===== config.mk =====
export PLATFORM = sky130hd
export DESIGN_NAME = bus_arb_mux
export DESIGN_NICKNAME = d
export VERILOG_FILES = /design/src/rtl/bus_arb_mux.sv
export SDC_FILE = /design/constraint.sdc
export NUM_CORES = 1
export LEC_CHECK = 0
export CAP_MARGIN = 0
export CORE_ASPECT_RATIO = 0.8
export CORE_UTILIZATION = 40
export DETAILED_ROUTE_END_ITERATION = 8
export GPL_TIMING_DRIVEN = 0
export PLACE_DENSITY = 0.89
export SYNTH_ARGS = -nofsm -noshare
export SYNTH_HDL_FRONTEND = slang
export SYNTH_SLANG_ARGS = --single-unit

===== constraint.sdc =====
create_clock -name clk -period 7.1 [get_ports clk]
set_input_delay 1.065 -clock clk [delete_from_list [all_inputs] [get_ports clk]]
set_output_delay 1.065 -clock clk [all_outputs]
set_load 0.01 [all_outputs]

===== src/rtl/bus_arb_mux.sv =====
// rtl/bus_arb_mux.sv - N-source arbiter feeding a single registered output stage
// with fixed-priority or round-robin grant selection.
module bus_arb_mux #(
  parameter int N_SRC  = 6,
  parameter int DATA_W = 32,
  parameter int MODE   = 0
) (
  input  logic                        clk,
  input  logic                        rst,
  input  logic [N_SRC-1:0]            req,
  input  logic [N_SRC*DATA_W-1:0]     in_data,
  output logic [N_SRC-1:0]            gnt,
  output logic                        out_valid,
  input  logic                        out_ready,
  output logic [DATA_W-1:0]           out_data,
  output logic [$clog2(N_SRC)-1:0]    out_src,
  output logic [15:0]                 xfer_cnt
);

  localparam int SW = $clog2(N_SRC);

  logic              out_valid_q, out_valid_d;
  logic [DATA_W-1:0] out_data_q, out_data_d;
  logic [SW-1:0]     out_src_q, out_src_d;
  logic [15:0]       xfer_cnt_q, xfer_cnt_d;
  logic [SW-1:0]     rr_ptr_q, rr_ptr_d;
  logic [SW-1:0]     sel;
  logic              load;
  int                idx;

  // Loops run from the lowest-precedence candidate up so the last hit wins.
  always_comb begin
    sel = '0;
    idx = 0;
    if (MODE == 0) begin
      for (int i = N_SRC - 1; i >= 0; i--) begin
        if (req[i]) sel = SW'(i);
      end
    end else begin
      for (int k = N_SRC; k >= 1; k--) begin
        idx = (int'(rr_ptr_q) + k) % N_SRC;
        if (req[idx]) sel = SW'(idx);
      end
    end
  end

  assign load = (~out_valid_q | out_ready) & (|req) & ~rst;
  assign gnt  = load ? (N_SRC'(1) << sel) : '0;

  always_comb begin
    out_valid_d = out_valid_q;
    out_data_d  = out_data_q;
    out_src_d   = out_src_q;
    rr_ptr_d    = rr_ptr_q;
    xfer_cnt_d  = xfer_cnt_q;
    if (out_valid_q && out_ready) xfer_cnt_d = xfer_cnt_q + 16'd1;
    if (load) begin
      out_valid_d = 1'b1;
      out_data_d  = in_data[int'(sel)*DATA_W +: DATA_W];
      out_src_d   = sel;
      if (MODE == 1) rr_ptr_d = sel;
    end else if (out_ready) begin
      out_valid_d = 1'b0;
    end
  end

  // rr_ptr resets to the last index so the first round-robin search begins at 0.
  always_ff @(posedge clk or posedge rst) begin
    if (rst) begin
      out_valid_q <= 1'b0;
      out_data_q  <= '0;
      out_src_q   <= '0;
      xfer_cnt_q  <= '0;
      rr_ptr_q    <= SW'(N_SRC - 1);
    end else begin
      out_valid_q <= out_valid_d;
      out_data_q  <= out_data_d;
      out_src_q   <= out_src_d;
      xfer_cnt_q  <= xfer_cnt_d;
      rr_ptr_q    <= rr_ptr_d;
    end
  end

  assign out_valid = out_valid_q;
  assign out_data  = out_data_q;
  assign out_src   = out_src_q;
  assign xfer_cnt  = xfer_cnt_q;

endmodule


## After elaboration in Yosys (flattened, before gate mapping)

Cells that the tools add are included.

- Register bits after elaboration: 52
- Input bits: 201
- Output and inout bits: 58
- Logic and storage cells: 24

- $add $sub $neg: 1
- Shifts and indexed selects: 2
- Multiplexer cells: 9
- Bitwise operators: 5
- Reduce and logical (&&, ||, !) cells: 3

Operators with widths:

| operator | count |
|---|---|
| 192-bit by 9-bit variable part select with 32-bit output | 1 |
| 3-bit 2-to-1 mux | 6 |
| 16-bit by 1-bit adder with 16-bit output (second input constant) | 1 |
| 6-bit 2-to-1 mux | 1 |
| 6-bit OR reduction | 1 |
| 1-bit by 3-bit << shifter with 6-bit output (first input constant) | 1 |
| 1-bit AND | 2 |
| 1-bit 2-to-1 mux | 2 |
| 1-bit inverter | 2 |
| 2-bit nonzero test | 1 |
| 1-bit logical AND | 1 |
| 1-bit bitwise OR | 1 |

## Logic depth before layout (Yosys ltp)

Gate-level depths: netlist of the first run.

- Depth after elaboration: 8
- Mapped depth: 7

## Worst setup path after synthesis of the first run

Ideal clock, no wire load.

- Path type: input -> output
- Start point: input rst
- End point: output gnt[4]
- Data arrival time: 3.174 ns
- Path slack: 2.861 ns
- Stages on the path: 5
- Buffers on the path: 2
- Path through: inv_1 -> o211ai_2 -> buf_6 -> buf_4 -> nor4_1

- Cells in the longest elaborated chain, start to end: 3

Ends and longest elaborated chain:

| element | line | text |
|---|---|---|
| start: declaration | 9 | `input logic rst,` |
| 1-bit inverter | 47 | `assign load = (~out_valid_q \| out_ready) & (\|req) & ~rst;` |
| 1-bit AND | 47 |  |
| 6-bit 2-to-1 mux | 48 | `assign gnt = load ? (N_SRC'(1) << sel) : '0;` |
| end: declaration | 12 | `output logic [N_SRC-1:0] gnt,` |

Every way passes these cells.

## Worst setup path after layout of the first run

- Start point: input req[2]
- End point: output gnt[1]

- Cells in the longest elaborated chain, start to end: 5
- Elaborated cells between the ends (all ways): 8

Ends and longest elaborated chain:

| element | line | text |
|---|---|---|
| start: declaration | 10 | `input logic [N_SRC-1:0] req,` |
| 3-bit 2-to-1 mux (3 in series) | 37 | `if (req[i]) sel = SW'(i);` |
| 1-bit by 3-bit << shifter with 6-bit output | 48 |  |
| 6-bit 2-to-1 mux (*) | 48 |  |

Every way passes the cells marked *; elsewhere a longest branch is shown, timed or not.

==> results.yml, run 1 <==
setup_path:
  critical_path_buf_inv_count: 4
  crit_fanout: 10
  crit_required_ns: 6.03
  crit_arrival_ns: 3.67
  r2r_slack_ns: 5.36
  path_cells: "clkdlybuf4s50_1 -> or4b_1 -> clkbuf_1 -> buf_2 -> a21o_1 -> nor3_1 -> clkdlybuf4s50_1"
  crit_top_cell: "clkdlybuf4s50_1"
  crit_family: "buffers and inverters"
  cp-end-kind: "primary output"
  path_class: "input port to primary output"
  slowest_stage: "clkdlybuf4s50_1"
  startpoint_type: "input port"
  max_stage_delay_ns: 0.59
sta:
  layout_min_cycle_time_ns: 4.73
  worstMarginPinSlew_ns: 0.777
  relSlewSlack: 0.478
  fmax_mhz: 211
  hold_violations: 0
  rsz0062_at_grt: "no"
  fin_ws_ns: 2.37
  drv_slew: 0
  setup_viol: 0
  post-route-period-util: 0.667
  setup-tns-final_ns: 0
  worst_hold_slack_ns: 0.483
  skew_ns: 0.00766
floorplan:
  core_um2: 9890
  fp.dieArea_um2: 10800
  dieWidth_um: 116
  io_pins: 259
  rows: 32
  die_y_um: 93.4
  start_util: 0.422
global_route:
  grt_max_degree: 36
  grt_usage: 0.330
  grt_pass1_wl_mm: 27.5
  grt_overflow: 0
  antenna_found_initial: 0
  first_global_vias: 5611
cells_and_area:
  final_cell_mix: "clkdlybuf4s50_1, nand2_1, o31ai_1"
  fin_area_um2: 7090
  nets: 1036
  diodes: 0
  layout-drive-gt1-share: 0.0431
  final_common_cell: "clkdlybuf4s50_1"
  area_delta_synth_final_pct: 69.9
synthesis:
  ys_seq_area_frac: 0.312
  syn_area_um2: 4170
  synth-seq-cells: 52
  avgSynthCellArea_um2: 7.34
  ys_types: 34
  syn-num-nets: 771
  ys_warn_count: 0
  synth_cells: 569
power_and_ir_drop:
  power.density_nw_per_um2: 154
  peakVddDrop_mv: 0.168
  p_leak_uw: 0.00284
route:
  vias: 5592
  drt_iter0_markers: 324
  drt_wl_total_mm: 18.4
  routedWlPerCell_um: 19.0
  drc: 0
  ant_nets: 0
  drt_pre_antenna_iters: 5
  viasPerCell: 5.76
cts:
  clk_path_buf_depth: 2
  ctsResizeCount: 0
  cts_tree: "built"
  cts_root_buf: "clkbuf_16"
  clkTransAtPathRegs_ns: 0.08
  cts_htree_levels: 2
  hold_buffers: 0
  post_cts_buffers: 0
  clk_latency_ns: 0.29
  tritoncts.num_buffers: 5
  cts_sinks: 52
placed_design:
  dpl.hpwl_mm: 14.4
  dp_slack_ns: 2.40
  gp_congestion: 0.915
  portBuffers: 257
  placed_area_um2: 6940
status:
  status: "complete, no violations"
run:
  max_cap_violations: 0
worst_hold_path:
  hp-class: "register to register"
[registers in the layout (all words and copies together), names as in the netlist]
signal / count
out_src: 3
out_data: 32
xfer_cnt: 16
out_valid: 1
[worst register-to-register path, cell delays in order (launching register included)]
cell     delay, ns
dfrtp_1       0.43
nand2_1       0.11
nor3_1        0.66
nand4_1       0.24
xnor2_1       0.18
[stage by stage]
| step | instances | util | total power (µW) |
|---|---|---|---|
| after floorplan | 569 | - | 555 |
| after global placement | 962 | 0.699 | 810 |
| after detailed placement | 963 | 0.701 | 825 |
| after CTS | 971 | 0.717 | 1090 |
| after global routing | 971 | 0.717 | 1140 |
| final | 971 | 0.717 | 1090 |
[worst paths after layout]
| check | startpoint | depth (start not counted) | to |
|---|---|---|---|
| worst min register to register | out_data[23] | 2 | out_data[23] |
| worst min-delay path | out_data[23] | 2 | out_data[23] |
| worst max register to register | out_valid | 4 | xfer_cnt[15] |
| max in group asynchronous | rst | 3 | out_data[22] |
| min in group asynchronous | rst | 2 | out_data[8] |
| worst max-delay path | req[2] | 7 | gnt[1] |
[report_power, final]
| group | switching [µW] | internal [µW] | leakage, µW |
|---|---|---|---|
| clock | 126 | 136 | 0.0000767 |
| sequential | 41.9 | 345 | 0.000657 |
| combinational | 185 | 255 | 0.00211 |
| total | 353 | 736 | 0.00284 |
[logic make-up after synthesis]
group           count (synthesis)  share of synthesized area
buf+inv                        94                     0.0992
flops                          52                      0.312
mux                             1                    0.00270
fa+ha+maj                       1                    0.00300
compound gates                168                      0.254
simple gates                  238                      0.298
xor+xnor                       15                     0.0315
[cells in the mapped netlist (all sizes together)]
master  instances  area [µm²]
o21ai           3        15.0
nand2         109         409
xor2            2        17.5
buf            21         140
nand4           5        31.3
and3            2        12.5
mux2            1        11.3
o211ai          1        12.5
nor2b           1        6.26
clkinv          1        3.75
clkbuf         35         131
or3             1        6.26
or2             3        18.8
nand3           4        20.0
dfrtp          52        1300
xnor2          13         114
nor3            5        25.0
a21oi          64         320
and2            2        12.5
a21o            2        15.0
o22ai          32         200
ha              1        12.5
nand2b         33         206
nor2            3        11.3
or4b            1        10.0
nand3b         32         240
inv            37         139
nor4           35         219
o31ai          65         488
or4             1        7.51
a211oi          1        7.51
nor4b           1        8.76
[area by class of cell]
class	instances	area (µm²)
inverter	38	143
timing repair buffer	258	2590
clock inverter	3	28.8
sequential	52	1300
buffer	56	272
fill	788	2800
clock buffer	5	125
multi-input combinational	423	2460
tap	136	170
[per-layer routing]
| layer | GRT usage | up-vias | part of all wire |
|---|---|---|---|
| li1 | - | 2569 | - |
| met3 | 0.0687 | 54 | 0.092 |
| met2 | 0.574 | 342 | 0.48 |
| met4 | 0.144 | 0 | 0.034 |
| met1 | 0.391 | 2627 | 0.39 |
| met5 | 0 | - | 0 |
Power figures use the tool's default switching activity.
==> run 2: changes to the inputs <==
- CORE_UTILIZATION: 40 -> 34
- PLACE_DENSITY: 0.89 -> 0.81
- clock period: 7.1 -> 4.2 ns (I/O delays scaled with it)
==> run 2 against run 1 <==
Effect of this change:
- critical path depth unchanged
- combinational power increased by 69%
- via count decreased by 4.6%
- global-route usage decreased by 4.7 points
==> results.yml, run 2 (synthesis results as in run 1) <==
status:
  status: "complete, no violations"
global_route:
  met2_usage: 0.487
  grt_overflow: 0
  first_global_vias: 5073
  grt_util_met1: 0.362
  grt_pass1_wl_mm: 27.6
  grt_busiest_layer: "met2"
  grtUsageMet3: 0.0589
  grt_usage: 0.283
  grt_max_degree: 37
  antenna_found_initial: 0
setup_path:
  path_class: "input port to primary output"
  crit_required_ns: 3.57
  cp-end-kind: "primary output"
  crit_arrival_ns: 3.08
  startpoint_type: "input port"
  crit_fanout: 10
sta:
  skew_ns: 0.0106
  setup_viol: 0
  setup-tns-final_ns: 0
  fmax_mhz: 270
  post-route-period-util: 0.882
  rsz0062_at_grt: "no"
  relSlewSlack: 0.484
  hold_violations: 0
  layout_min_cycle_time_ns: 3.71
  worstMarginPinSlew_ns: 0.768
  drv_slew: 0
cts:
  cts_root_buf: "clkbuf_16"
  ctsResizeCount: 0
  hold_buffers: 0
  clk_path_buf_depth: 2
  cts_tree: "built"
  clkTransAtPathRegs_ns: 0.08
  post_cts_buffers: 0
  tritoncts.num_buffers: 5
  clk_latency_ns: 0.30
  cts_htree_levels: 2
  cts_sinks: 52
power_and_ir_drop:
  peakVddDrop_mv: 0.274
  p_comb_frac: 0.407
  p_sw_uw: 585
  power.density_nw_per_um2: 257
  p_clk_frac: 0.236
  p_int_uw: 1240
  swShare: 0.321
  p_seq_frac: 0.357
  p_leak_uw: 0.00284
worst_hold_path:
  hp-class: "register to register"
cells_and_area:
  final_cell_mix: "clkdlybuf4s50_1, nand2_1, o31ai_1"
  final_common_cell: "clkdlybuf4s50_1"
  nets: 1036
  largest_reg_flops: 32
  area_delta_synth_final_pct: 70.2
  final_util: 0.605
  diodes: 0
  layout-drive-gt1-share: 0.0431
route:
  routedWlPerCell_um: 18.4
  ant_nets: 0
  vias: 5335
  drt_iter0_markers: 309
  drt_wl_total_mm: 18.1
  viasPerCell: 5.43
  drc: 0
  drt_pre_antenna_iters: 5
placed_design:
  dpl.hpwl_mm: 14.2
  portBuffers: 257
  gp_congestion: 0.897
run:
  max_cap_violations: 0
floorplan:
  io_pins: 259
  start_util: 0.356
  fp.dieArea_um2: 12700
  die_y_um: 101
  dieWidth_um: 126
  core_um2: 11700
  rows: 35
## run 2: per-layer routing
| metal | wire length, µm | vias up |
|---|---|---|
| li1 | - | 2568 |
| met1 | 7730 | 2458 |
| met2 | 8510 | 285 |
| met3 | 1520 | 24 |
| met4 | 353 | 0 |
| met5 | 0 | - |
## run 2: path summary, 6_finish.rpt
path	start	to	slack (ns)	cells after the start
max in group asynchronous	rst	xfer_cnt[3]	3.00	3
worst min register to register	out_data[18]	out_data[18]	0.48	2
worst max register to register	xfer_cnt[4]	xfer_cnt[14]	2.42	4
worst max-delay path	req[2]	gnt[5]	0.49	7
min in group asynchronous	rst	xfer_cnt[15]	0.65	2
worst min-delay path	out_data[18]	out_data[18]	0.48	2
## run 2: power by group through the flow
stage	Clock [µW]	Sequential, µW	Combinational [µW]
2_1_floorplan	0	690	248
3_3_place_gp	0	658	728
3_5_place_dp	0	661	741
4_1_cts	433	651	744
5_1_grt	455	663	797
6_report	430	652	743
## run 2: cell type report
| type | count | area [µm²] |
|---|---|---|
| buffer | 56 | 272 |
| clock buffer | 5 | 125 |
| clock inverter | 3 | 26.3 |
| fill | 1062 | 4630 |
| inverter | 38 | 143 |
| multi-input combinational | 423 | 2460 |
| sequential | 52 | 1300 |
| tap | 148 | 185 |
| timing repair buffer | 258 | 2590 |
## run 2: worst max-delay path, cell delays in order
cell	delay [ns]
clkdlybuf4s50_1	0.53
or4b_1	0.53
clkbuf_1	0.19
buf_2	0.23
a21o_1	0.21
nor3_1	0.16
clkdlybuf4s50_1	0.59
## run 2: through the flow
stage	area, µm²	power (µW)	setup slack, ns	hold slack [ns]	instances
floorplan	4170	938	0.831	0.508	569
global placement	6930	1390	-0.592	0.460	974
detailed placement	6950	1400	0.507	0.466	975
CTS	7100	1830	0.498	0.481	983
global route	7100	1920	0.341	0.505	983
finish	7100	1820	0.494	0.479	983
